===== src/rtl/vector_scanout_pkg.sv =====
// Shared pixel layout, palette, and slot phase encoding for the vector scanout path.
// No clocked logic and no backpressure. The rasteriser uses the same pixel layout.
package vector_scanout_pkg;

  localparam int FB_ADDR_WIDTH = 16;
  localparam int COLOUR_MSB    = 7;
  localparam int COLOUR_LSB    = 4;
  localparam int INTENSITY_MSB = 3;
  localparam int INTENSITY_LSB = 0;

  typedef enum logic [1:0] {
    PH_ADDR  = 2'd0,
    PH_LATCH = 2'd1,
    PH_OUT   = 2'd2,
    PH_IDLE  = 2'd3
  } phase_t;

  typedef struct packed {
    logic [7:0] r;
    logic [7:0] g;
    logic [7:0] b;
  } rgb_t;

  function automatic logic [3:0] pix_colour(input logic [7:0] pix);
    return pix[COLOUR_MSB:COLOUR_LSB];
  endfunction

  function automatic logic [3:0] pix_intensity(input logic [7:0] pix);
    return pix[INTENSITY_MSB:INTENSITY_LSB];
  endfunction

  // 16-colour CGA-style palette, 24-bit RGB
  function automatic rgb_t palette(input logic [3:0] colour);
    rgb_t c;
    c = 24'h000000;
    case (colour)
      4'h0: c = 24'h000000;
      4'h1: c = 24'h0000AA;
      4'h2: c = 24'h00AA00;
      4'h3: c = 24'h00AAAA;
      4'h4: c = 24'hAA0000;
      4'h5: c = 24'hAA00AA;
      4'h6: c = 24'hAA5500;
      4'h7: c = 24'hAAAAAA;
      4'h8: c = 24'h555555;
      4'h9: c = 24'h5555FF;
      4'hA: c = 24'h55FF55;
      4'hB: c = 24'h55FFFF;
      4'hC: c = 24'hFF5555;
      4'hD: c = 24'hFF55FF;
      4'hE: c = 24'hFFFF55;
      4'hF: c = 24'hFFFFFF;
      default: c = 24'h000000;
    endcase
    return c;
  endfunction

endpackage


===== src/rtl/vector_scanout_colour_scale.sv =====
// Converts a framebuffer byte to RGB through a palette lookup scaled by intensity.
// Purely combinational; there is no backpressure.
module vector_colour_scale
  import vector_scanout_pkg::*;
(
  input  logic [7:0] i_pix,
  output logic [7:0] o_r,
  output logic [7:0] o_g,
  output logic [7:0] o_b,
  output logic       o_a
);

  logic [3:0]  w_int;
  logic [7:0]  w_scale;
  rgb_t        w_pal;
  logic [15:0] w_prod_r;
  logic [15:0] w_prod_g;
  logic [15:0] w_prod_b;
  logic        w_unused;

  assign w_int   = pix_intensity(i_pix);
  assign w_pal   = palette(pix_colour(i_pix));
  // Replicate the nibble so that I=F maps to a full-scale 8-bit factor.
  assign w_scale = {w_int, w_int};

  assign w_prod_r = {8'd0, w_pal.r} * {8'd0, w_scale};
  assign w_prod_g = {8'd0, w_pal.g} * {8'd0, w_scale};
  assign w_prod_b = {8'd0, w_pal.b} * {8'd0, w_scale};

  assign o_r = w_prod_r[15:8];
  assign o_g = w_prod_g[15:8];
  assign o_b = w_prod_b[15:8];
  assign o_a = (w_int != 4'd0);

  assign w_unused = ^{w_prod_r[7:0], w_prod_g[7:0], w_prod_b[7:0]};

endmodule


===== src/rtl/vector_scanout.sv =====
// Raster scanout of the vector framebuffer: palette to RGBA, plus phosphor-fade write-back on port A.
// Colour is registered at the end of slot phase 2. There is no backpressure: a rasteriser write to the same address wins.
module vector_scanout
  import vector_scanout_pkg::*;
#(
  parameter int FB_WIDTH     = 256,
  parameter int FB_HEIGHT    = 256,
  parameter int DECAY_STEP   = 1,
  parameter int DECAY_FRAMES = 2
) (
  input  logic        i_clk,
  input  logic        i_reset,
  input  logic        i_ce_pix,
  input  logic        i_pause,
  input  logic [8:0]  i_hcnt,
  input  logic [8:0]  i_vcnt,
  input  logic        i_hblank,
  input  logic        i_vblank,
  output logic [15:0] o_fb_addr,
  input  logic [7:0]  i_fb_rd_data,
  output logic        o_fb_wr,
  output logic [7:0]  o_fb_wr_data,
  input  logic [15:0] i_draw_addr,
  input  logic        i_draw_wr,
  output logic [7:0]  o_vector_r,
  output logic [7:0]  o_vector_g,
  output logic [7:0]  o_vector_b,
  output logic        o_vector_a
);

  phase_t     r_phase;
  logic       r_ce_last;
  logic       r_vblank_last;
  logic [7:0] r_pix;
  logic       r_fb_wr;
  logic [7:0] r_fb_wr_data;
  logic [7:0] r_r;
  logic [7:0] r_g;
  logic [7:0] r_b;
  logic       r_a;
  logic [7:0] r_frame_cnt;
  logic       r_decay_en;

  logic       w_ce_rise;
  logic       w_vblank_rise;
  logic       w_in_window;
  logic       w_collide;
  logic       w_wb_en;
  logic [3:0] w_int;
  logic [3:0] w_dec_int;
  logic [7:0] w_decayed;
  logic [7:0] w_scaled_r;
  logic [7:0] w_scaled_g;
  logic [7:0] w_scaled_b;
  logic       w_scaled_a;
  logic       w_last_frame;
  logic       w_unused;

  assign o_fb_addr     = {i_vcnt[7:0], i_hcnt[7:0]};
  assign w_ce_rise     = i_ce_pix & ~r_ce_last;
  assign w_vblank_rise = i_vblank & ~r_vblank_last;
  assign w_in_window   = ({1'b0, i_hcnt} < 10'(FB_WIDTH)) && ({1'b0, i_vcnt} < 10'(FB_HEIGHT));
  assign w_collide     = i_draw_wr && (i_draw_addr == o_fb_addr);

  assign w_int     = pix_intensity(r_pix);
  assign w_dec_int = (w_int > 4'(DECAY_STEP)) ? (w_int - 4'(DECAY_STEP)) : 4'd0;
  // Colour nibble survives a fade to zero so that a redraw at low intensity keeps its hue.
  assign w_decayed = {pix_colour(r_pix), w_dec_int};
  // Dark pixels are never rewritten, which saves port bandwidth.
  assign w_wb_en   = r_decay_en & ~i_pause & ~w_collide & (w_int != 4'd0);

  assign w_last_frame = (r_frame_cnt == 8'(DECAY_FRAMES - 1));
  assign w_unused     = i_hblank;

  vector_colour_scale u_scale (
    .i_pix (r_pix),
    .o_r   (w_scaled_r),
    .o_g   (w_scaled_g),
    .o_b   (w_scaled_b),
    .o_a   (w_scaled_a)
  );

  always_ff @(posedge i_clk) begin
    if (i_reset) begin
      r_phase      <= PH_IDLE;
      r_ce_last    <= 1'b0;
      r_pix        <= 8'd0;
      r_fb_wr      <= 1'b0;
      r_fb_wr_data <= 8'd0;
      r_r          <= 8'd0;
      r_g          <= 8'd0;
      r_b          <= 8'd0;
      r_a          <= 1'b0;
    end else begin
      r_ce_last <= i_ce_pix;
      if (w_ce_rise) begin
        r_phase <= PH_ADDR;
      end else if (r_phase != PH_IDLE) begin
        r_phase <= phase_t'(r_phase + 2'd1);
      end

      case (r_phase)
        PH_ADDR: begin
          r_fb_wr <= 1'b0;
        end
        PH_LATCH: begin
          r_pix <= i_fb_rd_data;
        end
        PH_OUT: begin
          if (w_in_window) begin
            r_r          <= w_scaled_r;
            r_g          <= w_scaled_g;
            r_b          <= w_scaled_b;
            r_a          <= w_scaled_a;
            r_fb_wr      <= w_wb_en;
            r_fb_wr_data <= w_decayed;
          end else begin
            r_r     <= 8'd0;
            r_g     <= 8'd0;
            r_b     <= 8'd0;
            r_a     <= 1'b0;
            r_fb_wr <= 1'b0;
          end
        end
        PH_IDLE: begin
          r_fb_wr <= 1'b0;
        end
        default: begin
          r_fb_wr <= 1'b0;
        end
      endcase
    end
  end

  // decay_en is updated only at vblank, so it holds for the whole following frame
  always_ff @(posedge i_clk) begin
    if (i_reset) begin
      r_vblank_last <= 1'b0;
      r_frame_cnt   <= 8'd0;
      r_decay_en    <= 1'b0;
    end else begin
      r_vblank_last <= i_vblank;
      if (w_vblank_rise) begin
        r_frame_cnt <= w_last_frame ? 8'd0 : (r_frame_cnt + 8'd1);
        r_decay_en  <= w_last_frame;
      end
    end
  end

  assign o_fb_wr      = r_fb_wr;
  assign o_fb_wr_data = r_fb_wr_data;
  assign o_vector_r   = r_r;
  assign o_vector_g   = r_g;
  assign o_vector_b   = r_b;
  assign o_vector_a   = r_a;

endmodule


===== config.mk =====
export PLATFORM = sky130hd
export DESIGN_NAME = vector_scanout
export DESIGN_NICKNAME = d
export VERILOG_FILES = /design/src/rtl/vector_scanout_pkg.sv /design/src/rtl/vector_scanout_colour_scale.sv /design/src/rtl/vector_scanout.sv
export SDC_FILE = /design/constraint.sdc
export NUM_CORES = 1
export LEC_CHECK = 0
export ABC_AREA = 1
export CORE_UTILIZATION = 35
export CTS_CLUSTER_SIZE = 10
export DETAILED_ROUTE_END_ITERATION = 16
export GPL_ROUTABILITY_DRIVEN = 1
export HOLD_SLACK_MARGIN = 0.08
export SKIP_LAST_GASP = 1
export SYNTH_ARGS = -nofsm -noshare
export SYNTH_HDL_FRONTEND = slang
export SYNTH_SLANG_ARGS = --single-unit

===== constraint.sdc =====
create_clock -name i_clk -period 13.53 [get_ports i_clk]
set_clock_uncertainty 0.2 [all_clocks]
set_input_delay 4.059 -clock i_clk [delete_from_list [all_inputs] [get_ports i_clk]]
set_output_delay 4.059 -clock i_clk [all_outputs]
set_load 0.05 [all_outputs]

==> flow_summary.json, run 1 <==
{
  "whs_endpoint": "o_vector_b[2]$_SDFFE_PP0P_",
  "outcome": "finished, final reports clean",
  "yosys.area.top_type_share_pct": 17.7,
  "finalWirelength_um": 18000,
  "insertion_delay_ns": 0.35,
  "min_from": "o_vector_b[2]$_SDFFE_PP0P_",
  "vias_per_cell": 4.64,
  "async_flop_share_pct": 0,
  "tns_ns": 0,
  "start_util_pct": 35.9,
  "cts-resized-gates": 0,
  "rr_startpoint": "r_pix[0]$_SDFFE_PP0P_",
  "cts_tree": "yes",
  "fin_crit_ns": 9.64,
  "cts_buffers": 9,
  "drt_iter0_markers": 280,
  "nNetsFinal": 1333,
  "fp.dieW_um": 150,
  "first_pass_iters": 5,
  "area_growth_pct": 18.0,
  "post-synth-top-count-cell": "inv_1",
  "finalHoldViolCount": 0,
  "finalSetupViolations": 0,
  "p_per_area_nw_per_um2": 68.8,
  "synthTopCellsByArea": "ha_1 18%, dfxtp_1 16%, fa_1 15%",
  "comb_power_share_pct": 32.8,
  "fmax_mhz": 104,
  "setup_ws_ns": 3.89,
  "io_buffers": 97,
  "critPathMaxStageDelay_ns": 0.81,
  "maxCapViolCount": 0,
  "slew_headroom_pct": 36.4,
  "clock-sinks": 60,
  "drive_gt1_share_pct": 5.34,
  "ys.flop_type": "dfxtp_1",
  "switchingPower_mw": 0.230,
  "gr-total-overflow": 0,
  "finalCritPeriodShare_pct": 71.2,
  "crit_family": "buffers and inverters",
  "placed_cells": 1382,
  "core-area_um2": 21200,
  "slowest_stage": "clkdlybuf4s50_1",
  "pwr-share-clk_pct": 35.5,
  "drv_slew": 0,
  "crit_chain": "clkdlybuf4s50_1 > clkdlybuf4s50_1",
  "post_drt_wl_per_cell_um": 12.9,
  "min_path_cells": 2,
  "synth_nets": 1258,
  "worstPathMaxFanout": 3,
  "place_congestion": 0.866,
  "row_count": 53,
  "fin_hold_ws_ns": 0.262,
  "track_usage_pct": 16.9,
  "yosysTopAreaCell": "ha_1",
  "dieArea_um2": 22400,
  "cts.reportedPaths.clkPinSlew_ns": 0.06,
  "final_cells": 1398,
  "synthCells": 1043,
  "regToRegEndpoint": "o_vector_r[7]$_SDFFE_PP0P_",
  "antenna_found_initial": 0,
  "setup.worst_path.start_class": "input pin",
  "postRouteAntennaNets": 0,
  "dp_slack_ns": 3.89,
  "ios": 99,
  "postCtsHoldBufs": 0,
  "endpoint_kind": "output port",
  "grt_pass1_wl_um": 29900,
  "num_vias": 6481,
  "p_int_mw": 0.388,
  "antennaDiodeCount": 0,
  "place_hpwl_um": 15200,
  "htreeDepth": 3,
  "arrival_ns": 5.38,
  "drc": 0,
  "cts_root_buffer": "clkbuf_16",
  "r2r_slack_ns": 8.36,
  "ir_drop_v": 0.0000569,
  "worst_pin_slew_ns": 0.953,
  "synth_cell_type_count": 46,
  "clockBufferDepth": 2,
  "ff2ff_path_depth": 17,
  "crit_type": "in2out",
  "synth-seq-cells": 60,
  "synthTopCellsByCount": "232 x inv_1, 187 x nand2_1, 108 x ha_1, 73 x nor2_1, 69 x a21oi_1",
  "die_h_um": 150,
  "grt_max_degree": 43,
  "grt_pass1_vias": 6241,
  "p_leak_nw": 4.63,
  "cts_setup_buffers": 0,
  "yosysWarnings": 0,
  "synth_edf_count": 0,
  "swShare_pct": 37.2,
  "syn_avg_cell_area_um2": 7.31,
  "seq_area_frac_synth_pct": 15.8,
  "syn_area_um2": 7630,
  "crit_required_ns": 9.27,
  "holdCritPathClass": "reg2reg",
  "grt_setup_unrepaired": "false",
  "seqPwrFrac_pct": 31.7,
  "crit_path_frequent_cell": "clkdlybuf4s50_1",
  "path_buf_inv": 2
}
stage by stage:
step,total power [mW],utilization (%),instance area (um^2)
floorplan,0.349,-,7630
global placement,0.404,41.1,8720
detailed placement,0.405,41.1,8720
CTS,0.629,42.4,9000
global route,0.661,42.4,9000
finish,0.619,42.4,9000
routing by layer:
metal | vias to the layer above | GRT usage, % | routed length (um)
li1 | 3394 | - | -
met1 | 3013 | 22.9 | 8750
met2 | 62 | 28.3 | 8710
met3 | 12 | 1.65 | 375
met4 | 0 | 5.00 | 214
met5 | - | 0 | 0
how the worst max path moves through the flow:
stage | cells after the start | end | slack [ns] | start
2_1_floorplan | 1 | o_fb_addr[0] | 5.04 | i_hcnt[0]
3_3_place_gp | 2 | o_fb_addr[15] | 3.89 | i_vcnt[7]
3_5_place_dp | 2 | o_fb_addr[15] | 3.89 | i_vcnt[7]
4_1_cts | 2 | o_fb_addr[15] | 3.89 | i_vcnt[7]
5_1_grt | 2 | o_fb_addr[8] | 3.86 | i_vcnt[0]
6_report | 2 | o_fb_addr[7] | 3.89 | i_hcnt[7]
cells by family (layout without fill, tap and decap cells):
group                      Yosys count  in the layout  share of synthesized area [%]
adders and majority gates          166            166                           32.9
buffers and inverters              266            346                           14.3
and+or+nand+nor                    377            377                           22.7
DFF                                 60             60                           15.8
xor gates and xnor gates            37             37                           4.25
AOI/OAI and AO/OA                  137            137                           10.1
cell usage in the layout (no fill, tap or decap), types with 5 or more instances in the layout:
master             n
inv_1            232
nand2_1          187
ha_1             108
clkdlybuf4s50_1   96
nor2_1            73
a21oi_1           69
dfxtp_1           60
fa_1              58
nand3_1           43
o21ai_0           41
xor2_1            28
nor3_1            13
nand2_2            9
xnor2_1            9
clkbuf_16          9
or2_2              8
o21bai_1           7
nand4_1            7
nand3b_1           5
nand3_2            5
power groups by stage:
| stage | clock [mW] | sequential (mW) | combinational, mW |
|---|---|---|---|
| 2_1_floorplan | 0 | 0.201 | 0.148 |
| 3_3_place_gp | 0 | 0.200 | 0.204 |
| 3_5_place_dp | 0 | 0.200 | 0.205 |
| 4_1_cts | 0.226 | 0.196 | 0.207 |
| 5_1_grt | 0.232 | 0.198 | 0.232 |
| 6_report | 0.220 | 0.196 | 0.203 |
worst reg2reg max path, delay by kind of cell (launching register included):
family          cells  cell delay (ns)
simple gates        6             1.02
fa+ha+maj           5             2.16
buf+inv             2             0.30
flops               1             0.59
compound gates      4             0.82
final cells by class:
type                            instances  area [um^2]
Sequential cell                        60         1200
Timing Repair Buffer                   97          966
Inverter                              233          877
Clock buffer                            9          225
Clock inverter                          7         51.3
Fill cell                            2246        12200
Multi-Input combinational cell        717         5330
Tap cell                              275          344
sequential cells by signal, summed over array words and instances (netlist names), 2 cells and up:
| name | flops |
|---|---|
| r_frame_cnt | 8 |
| o_vector_b | 8 |
| o_vector_g | 8 |
| r_pix | 8 |
| r_phase | 2 |
| u_scale.w_pal | 5 |
| o_fb_wr_data | 8 |
| o_vector_r | 8 |
No activity file was read; power rests on OpenSTA's default activity.
==> run 2, diff against run 1 <==
==> constraint.sdc (replaced) <==
create_clock -name i_clk -period 8.4 [get_ports i_clk]
set_clock_uncertainty 0.2 [all_clocks]
set_input_delay 2.52 -clock i_clk [delete_from_list [all_inputs] [get_ports i_clk]]
set_output_delay 2.52 -clock i_clk [all_outputs]
set_load 0.05 [all_outputs]
==> run 2 against run 1 <==
Against the previous run:
- clock power rose by 86%
- clock-buffer cell count unchanged
- non-clock buffer count is the same
- worst setup slack worse by 2.1 ns
- power increased by 70%
- flip-flop and latch count unchanged
- first-iteration DRC count up 10%
==> flow_summary.json, run 2 (synthesized netlist as in run 1, its figures left out) <==
{
  "ir_drop_v": 0.0000739,
  "outcome": "finished, final reports clean",
  "cts.reportedPaths.clkPinSlew_ns": 0.05,
  "postRouteAntennaNets": 0,
  "min_from": "o_fb_wr$_SDFFE_PP0P_",
  "cts-resized-gates": 0,
  "highest_layer": "met4",
  "num_vias": 6529,
  "antenna_found_initial": 0,
  "die_h_um": 150,
  "wl_met3_um": 445,
  "drc": 0,
  "first_pass_iters": 5,
  "crit_required_ns": 5.68,
  "post_drt_wl_per_cell_um": 12.8,
  "setup.worst_path.start_class": "input pin",
  "place_hpwl_um": 15100,
  "nNetsFinal": 1333,
  "p_leak_nw": 4.65,
  "ios": 99,
  "cts_tree": "yes",
  "fin_util_pct": 42.6,
  "vias_per_cell": 4.67,
  "crit_path_frequent_cell": "clkdlybuf4s50_1",
  "slowest_stage": "clkdlybuf4s50_1",
  "place_congestion": 0.862,
  "worst_pin_slew_ns": 1.01,
  "layout_commonest_cell": "inv_1",
  "finalHoldViolCount": 0,
  "min_path_cells": 2,
  "rr_startpoint": "r_pix[0]$_SDFFE_PP0P_",
  "fmax_mhz": 152,
  "grt_pass1_wl_um": 29900,
  "cp-startpoint": "i_hcnt[7]",
  "cts_root_buffer": "clkbuf_16",
  "drv_slew": 0,
  "htreeDepth": 3,
  "wl_met1_um": 8660,
  "maxCapViolCount": 0,
  "antennaDiodeCount": 0,
  "slew_headroom_pct": 32.4,
  "fp.dieW_um": 150,
  "critPathMaxStageDelay_ns": 0.83,
  "start_util_pct": 35.9,
  "arrival_ns": 3.86,
  "grt_pass1_vias": 6230,
  "clock-sinks": 60,
  "drt_iter0_markers": 309,
  "p_per_area_nw_per_um2": 116,
  "clockBufferDepth": 2,
  "dieArea_um2": 22400,
  "r2r_slack_ns": 3.34,
  "crit_chain": "clkdlybuf4s50_1 > clkdlybuf4s50_1",
  "finalCritPeriodShare_pct": 78.3,
  "endpoint_kind": "output port",
  "grt_max_degree": 43,
  "layout_common_cells": "232 x inv_1, 187 x nand2_1, 108 x ha_1",
  "postCtsHoldBufs": 0,
  "whs_endpoint": "o_fb_wr$_SDFFE_PP0P_",
  "core-area_um2": 21200,
  "ff2ff_path_depth": 17,
  "regToRegEndpoint": "o_vector_r[7]$_SDFFE_PP0P_",
  "gr-total-overflow": 0,
  "worstPathMaxFanout": 3,
  "insertion_delay_ns": 0.34,
  "area_growth_pct": 18.6,
  "tns_ns": 0,
  "track_usage_pct": 16.8,
  "grt_setup_unrepaired": "false",
  "finalWirelength_um": 17900,
  "crit_family": "buffers and inverters",
  "fin_crit_ns": 6.58,
  "row_count": 53,
  "cts_buffers": 9,
  "wl_met2_um": 8570,
  "holdCritPathClass": "reg2reg",
  "crit_type": "in2out",
  "drive_gt1_share_pct": 5.34,
  "finalSetupViolations": 0,
  "io_buffers": 97,
  "cts_setup_buffers": 0,
  "path_buf_inv": 2
}
## run 2: cell types whose count changed in the layout (fill, tap and decap cells not counted)
cell / change
clkinvlp_4: -1
clkinv_4: -1
bufinv_16: +2
inv_6: +1
clkinv_2: -1
## run 2: cell type report
class | count | area (um^2)
clock buffers | 9 | 225
clock inverters | 7 | 98.8
fillers | 2183 | 12200
inverters | 233 | 877
multi-input cells | 717 | 5330
flip-flops and latches | 60 | 1200
well taps | 275 | 344
repair buffers | 97 | 966
## run 2: report_power, final
part	internal, mW	total (mW)	switching, mW
clock network	0.262	0.409	0.147
registers	0.299	0.316	0.0176
logic	0.126	0.328	0.202
## run 2: worst max path at each step
stage                    to  slack (ns)  depth (start not counted)
6_report       o_fb_addr[7]        1.82                          2
5_1_grt        o_fb_addr[3]        1.80                          2
4_1_cts        o_fb_addr[3]        1.82                          2
3_5_place_dp   o_fb_addr[7]        1.82                          2
3_3_place_gp   o_fb_addr[3]        1.83                          2
2_1_floorplan  o_fb_addr[0]        2.99                          1
## run 2: worst reg2reg max path, stage by stage (launching register included)
cell,delay (ns)
dfxtp_1,0.58
nand2_1,0.38
inv_1,0.24
ha_1,0.30
or2_2,0.30
nand2_1,0.09
fa_1,0.44
fa_1,0.52
fa_1,0.54
inv_1,0.04
ha_1,0.35
a21oi_1,0.23
o21ai_0,0.15
a21oi_1,0.20
nand2_1,0.07
nand2_1,0.05
nand3_1,0.11
a21oi_1,0.18
## run 2: layer usage
layer	track usage (%)	up-vias
met1	22.7	3037
met3	1.65	16
met4	5.05	0
met2	28.1	85
met5	0	-
li1	-	3391
## run 2: per-stage QoR
stage	hold WS, ns	area [um^2]	instances	power [mW]	worst slack (ns)
detailed placement	0.252	8720	1382	0.652	1.82
finish	0.263	9050	1398	1.05	1.82
global placement	0.244	8720	1382	0.650	1.83
global route	0.276	9050	1398	1.12	1.80
CTS	0.262	9050	1398	1.07	1.82
floorplan	0.244	7630	1043	0.563	2.99
==> run 3, diff against run 2 <==
==> constraint.sdc (replaced) <==
create_clock -name i_clk -period 5.7 [get_ports i_clk]
set_clock_uncertainty 0.2 [all_clocks]
set_input_delay 1.71 -clock i_clk [delete_from_list [all_inputs] [get_ports i_clk]]
set_output_delay 1.71 -clock i_clk [all_outputs]
set_load 0.05 [all_outputs]
==> run 3 against run 2 <==
Against the previous run:
- register-to-register slack got worse by 2.5 ns
- first-iteration DRC count increased by 3.6%
- global-route usage up 0.14 points
- core utilization rose by 0.071 points
- critical path depth is the same
- power increased by 47%
- clock-buffer cell count is the same
- critical endpoint unchanged
==> flow_summary.json, run 3 (synthesized netlist as in run 1, its figures left out) <==
{
  "slowest_stage": "clkdlybuf4s50_1",
  "fin_util_pct": 42.7,
  "grt_setup_unrepaired": "false",
  "area_growth_pct": 18.8,
  "grt_max_degree": 43,
  "row_count": 53,
  "fin_area_um2": 9060,
  "setup.worst_path.start_class": "input pin",
  "placed_cells": 1384,
  "ios": 99,
  "p_int_mw": 1.01,
  "fp.dieW_um": 150,
  "power_mw": 1.55,
  "p_per_area_nw_per_um2": 171,
  "gr-total-overflow": 0,
  "grt_pass1_vias": 6325,
  "fin_crit_ns": 4.96,
  "fmax_mhz": 202,
  "drive_gt1_share_pct": 5.51,
  "worst_pin_slew_ns": 0.963,
  "io_buffers": 97,
  "ir_drop_v": 0.000123,
  "layout_common_cells": "232 x inv_1, 187 x nand2_1, 108 x ha_1",
  "antenna_found_initial": 0,
  "postRouteAntennaNets": 0,
  "cts.reportedPaths.clkPinSlew_ns": 0.06,
  "finalCritPeriodShare_pct": 87.0,
  "crit_type": "in2out",
  "crit_path_frequent_cell": "clkdlybuf4s50_1",
  "p_leak_nw": 4.66,
  "htreeDepth": 3,
  "critPathMaxStageDelay_ns": 0.82,
  "seqPwrFrac_pct": 30.0,
  "path_buf_inv": 2,
  "post_drt_wl_per_cell_um": 12.9,
  "num_vias": 6564,
  "die_h_um": 150,
  "drt_iter0_markers": 320,
  "finalWirelength_um": 18000,
  "crit_chain": "clkdlybuf4s50_1 > clkdlybuf4s50_1",
  "layout_commonest_cell": "inv_1",
  "core-area_um2": 21200,
  "clock-sinks": 60,
  "dieArea_um2": 22400,
  "final_cells": 1400,
  "track_usage_pct": 16.9,
  "vias_per_cell": 4.69,
  "antennaDiodeCount": 0,
  "slew_headroom_pct": 35.7,
  "swShare_pct": 34.7,
  "grt_pass1_wl_um": 30300,
  "nNetsFinal": 1335,
  "cts_tree": "yes",
  "place_congestion": 0.871,
  "first_pass_iters": 5,
  "cts_setup_buffers": 0,
  "cts_buffers": 9,
  "insertion_delay_ns": 0.34,
  "clockBufferDepth": 2,
  "start_util_pct": 35.9,
  "cts-resized-gates": 0,
  "drc": 0,
  "place_hpwl_um": 15200,
  "maxCapViolCount": 0,
  "postCtsHoldBufs": 0,
  "endpoint_kind": "output port",
  "switchingPower_mw": 0.539,
  "comb_power_share_pct": 31.2,
  "worstPathMaxFanout": 3,
  "tns_ns": 0,
  "pwr-share-clk_pct": 38.8,
  "finalHoldViolCount": 0,
  "cts_root_buffer": "clkbuf_16",
  "holdCritPathClass": "reg2reg",
  "crit_required_ns": 3.79,
  "arrival_ns": 3.05,
  "finalSetupViolations": 0,
  "outcome": "finished, final reports clean",
  "crit_family": "buffers and inverters",
  "drv_slew": 0,
  "dpl_cell_area_um2": 8740
}
-- run 3: changes by cell type in the layout (fill, tap and decap cells not counted), sizes merged --
cell and change:
buf +2
-- run 3: power groups by stage --
stage / sequential (mW) / clock (mW) / combinational, mW
after global routing: 0.469 / 0.631 / 0.553
after detailed placement: 0.475 / 0 / 0.487
after global placement: 0.474 / 0 / 0.483
after CTS: 0.466 / 0.618 / 0.492
after floorplan: 0.478 / 0 / 0.351
final: 0.466 / 0.602 / 0.484
-- run 3: final cells by class --
| type | instances | area (um^2) |
|---|---|---|
| inverters | 233 | 877 |
| flip-flops and latches | 60 | 1200 |
| well taps | 275 | 344 |
| repair buffers | 99 | 981 |
| fillers | 2211 | 12200 |
| clock inverters | 7 | 98.8 |
| clock buffers | 9 | 225 |
| multi-input cells | 717 | 5330 |
-- run 3: path summary, 6_finish.rpt --
check | start | to | slack [ns] | cells past startpoint
worst max register to register | r_pix[0]$_SDFFE_PP0P_ | o_vector_r[7]$_SDFFE_PP0P_ | 0.82 | 17
worst min register to register | o_fb_wr$_SDFFE_PP0P_ | o_fb_wr$_SDFFE_PP0P_ | 0.26 | 2
worst min-delay path | o_fb_wr$_SDFFE_PP0P_ | o_fb_wr$_SDFFE_PP0P_ | 0.26 | 2
worst max-delay path | i_hcnt[7] | o_fb_addr[7] | 0.74 | 2
-- run 3: stage by stage --
| step | worst slack (ns) | hold slack, ns |
|---|---|---|
| floorplan | 1.33 | 0.244 |
| global placement | 0.752 | 0.245 |
| detailed placement | 0.737 | 0.252 |
| CTS | 0.737 | 0.263 |
| global route | 0.463 | 0.286 |
| finish | 0.743 | 0.263 |
-- run 3: layer usage --
metal | wire (um) | share of wire [%] | track usage (%) | vias up
met1 | 8690 | 48 | 23.1 | 3057
met3 | 479 | 2.7 | 1.83 | 23
li1 | - | - | - | 3402
met2 | 8480 | 47 | 27.8 | 82
met4 | 352 | 2.0 | 5.31 | 0
met5 | 0 | 0 | 0 | -
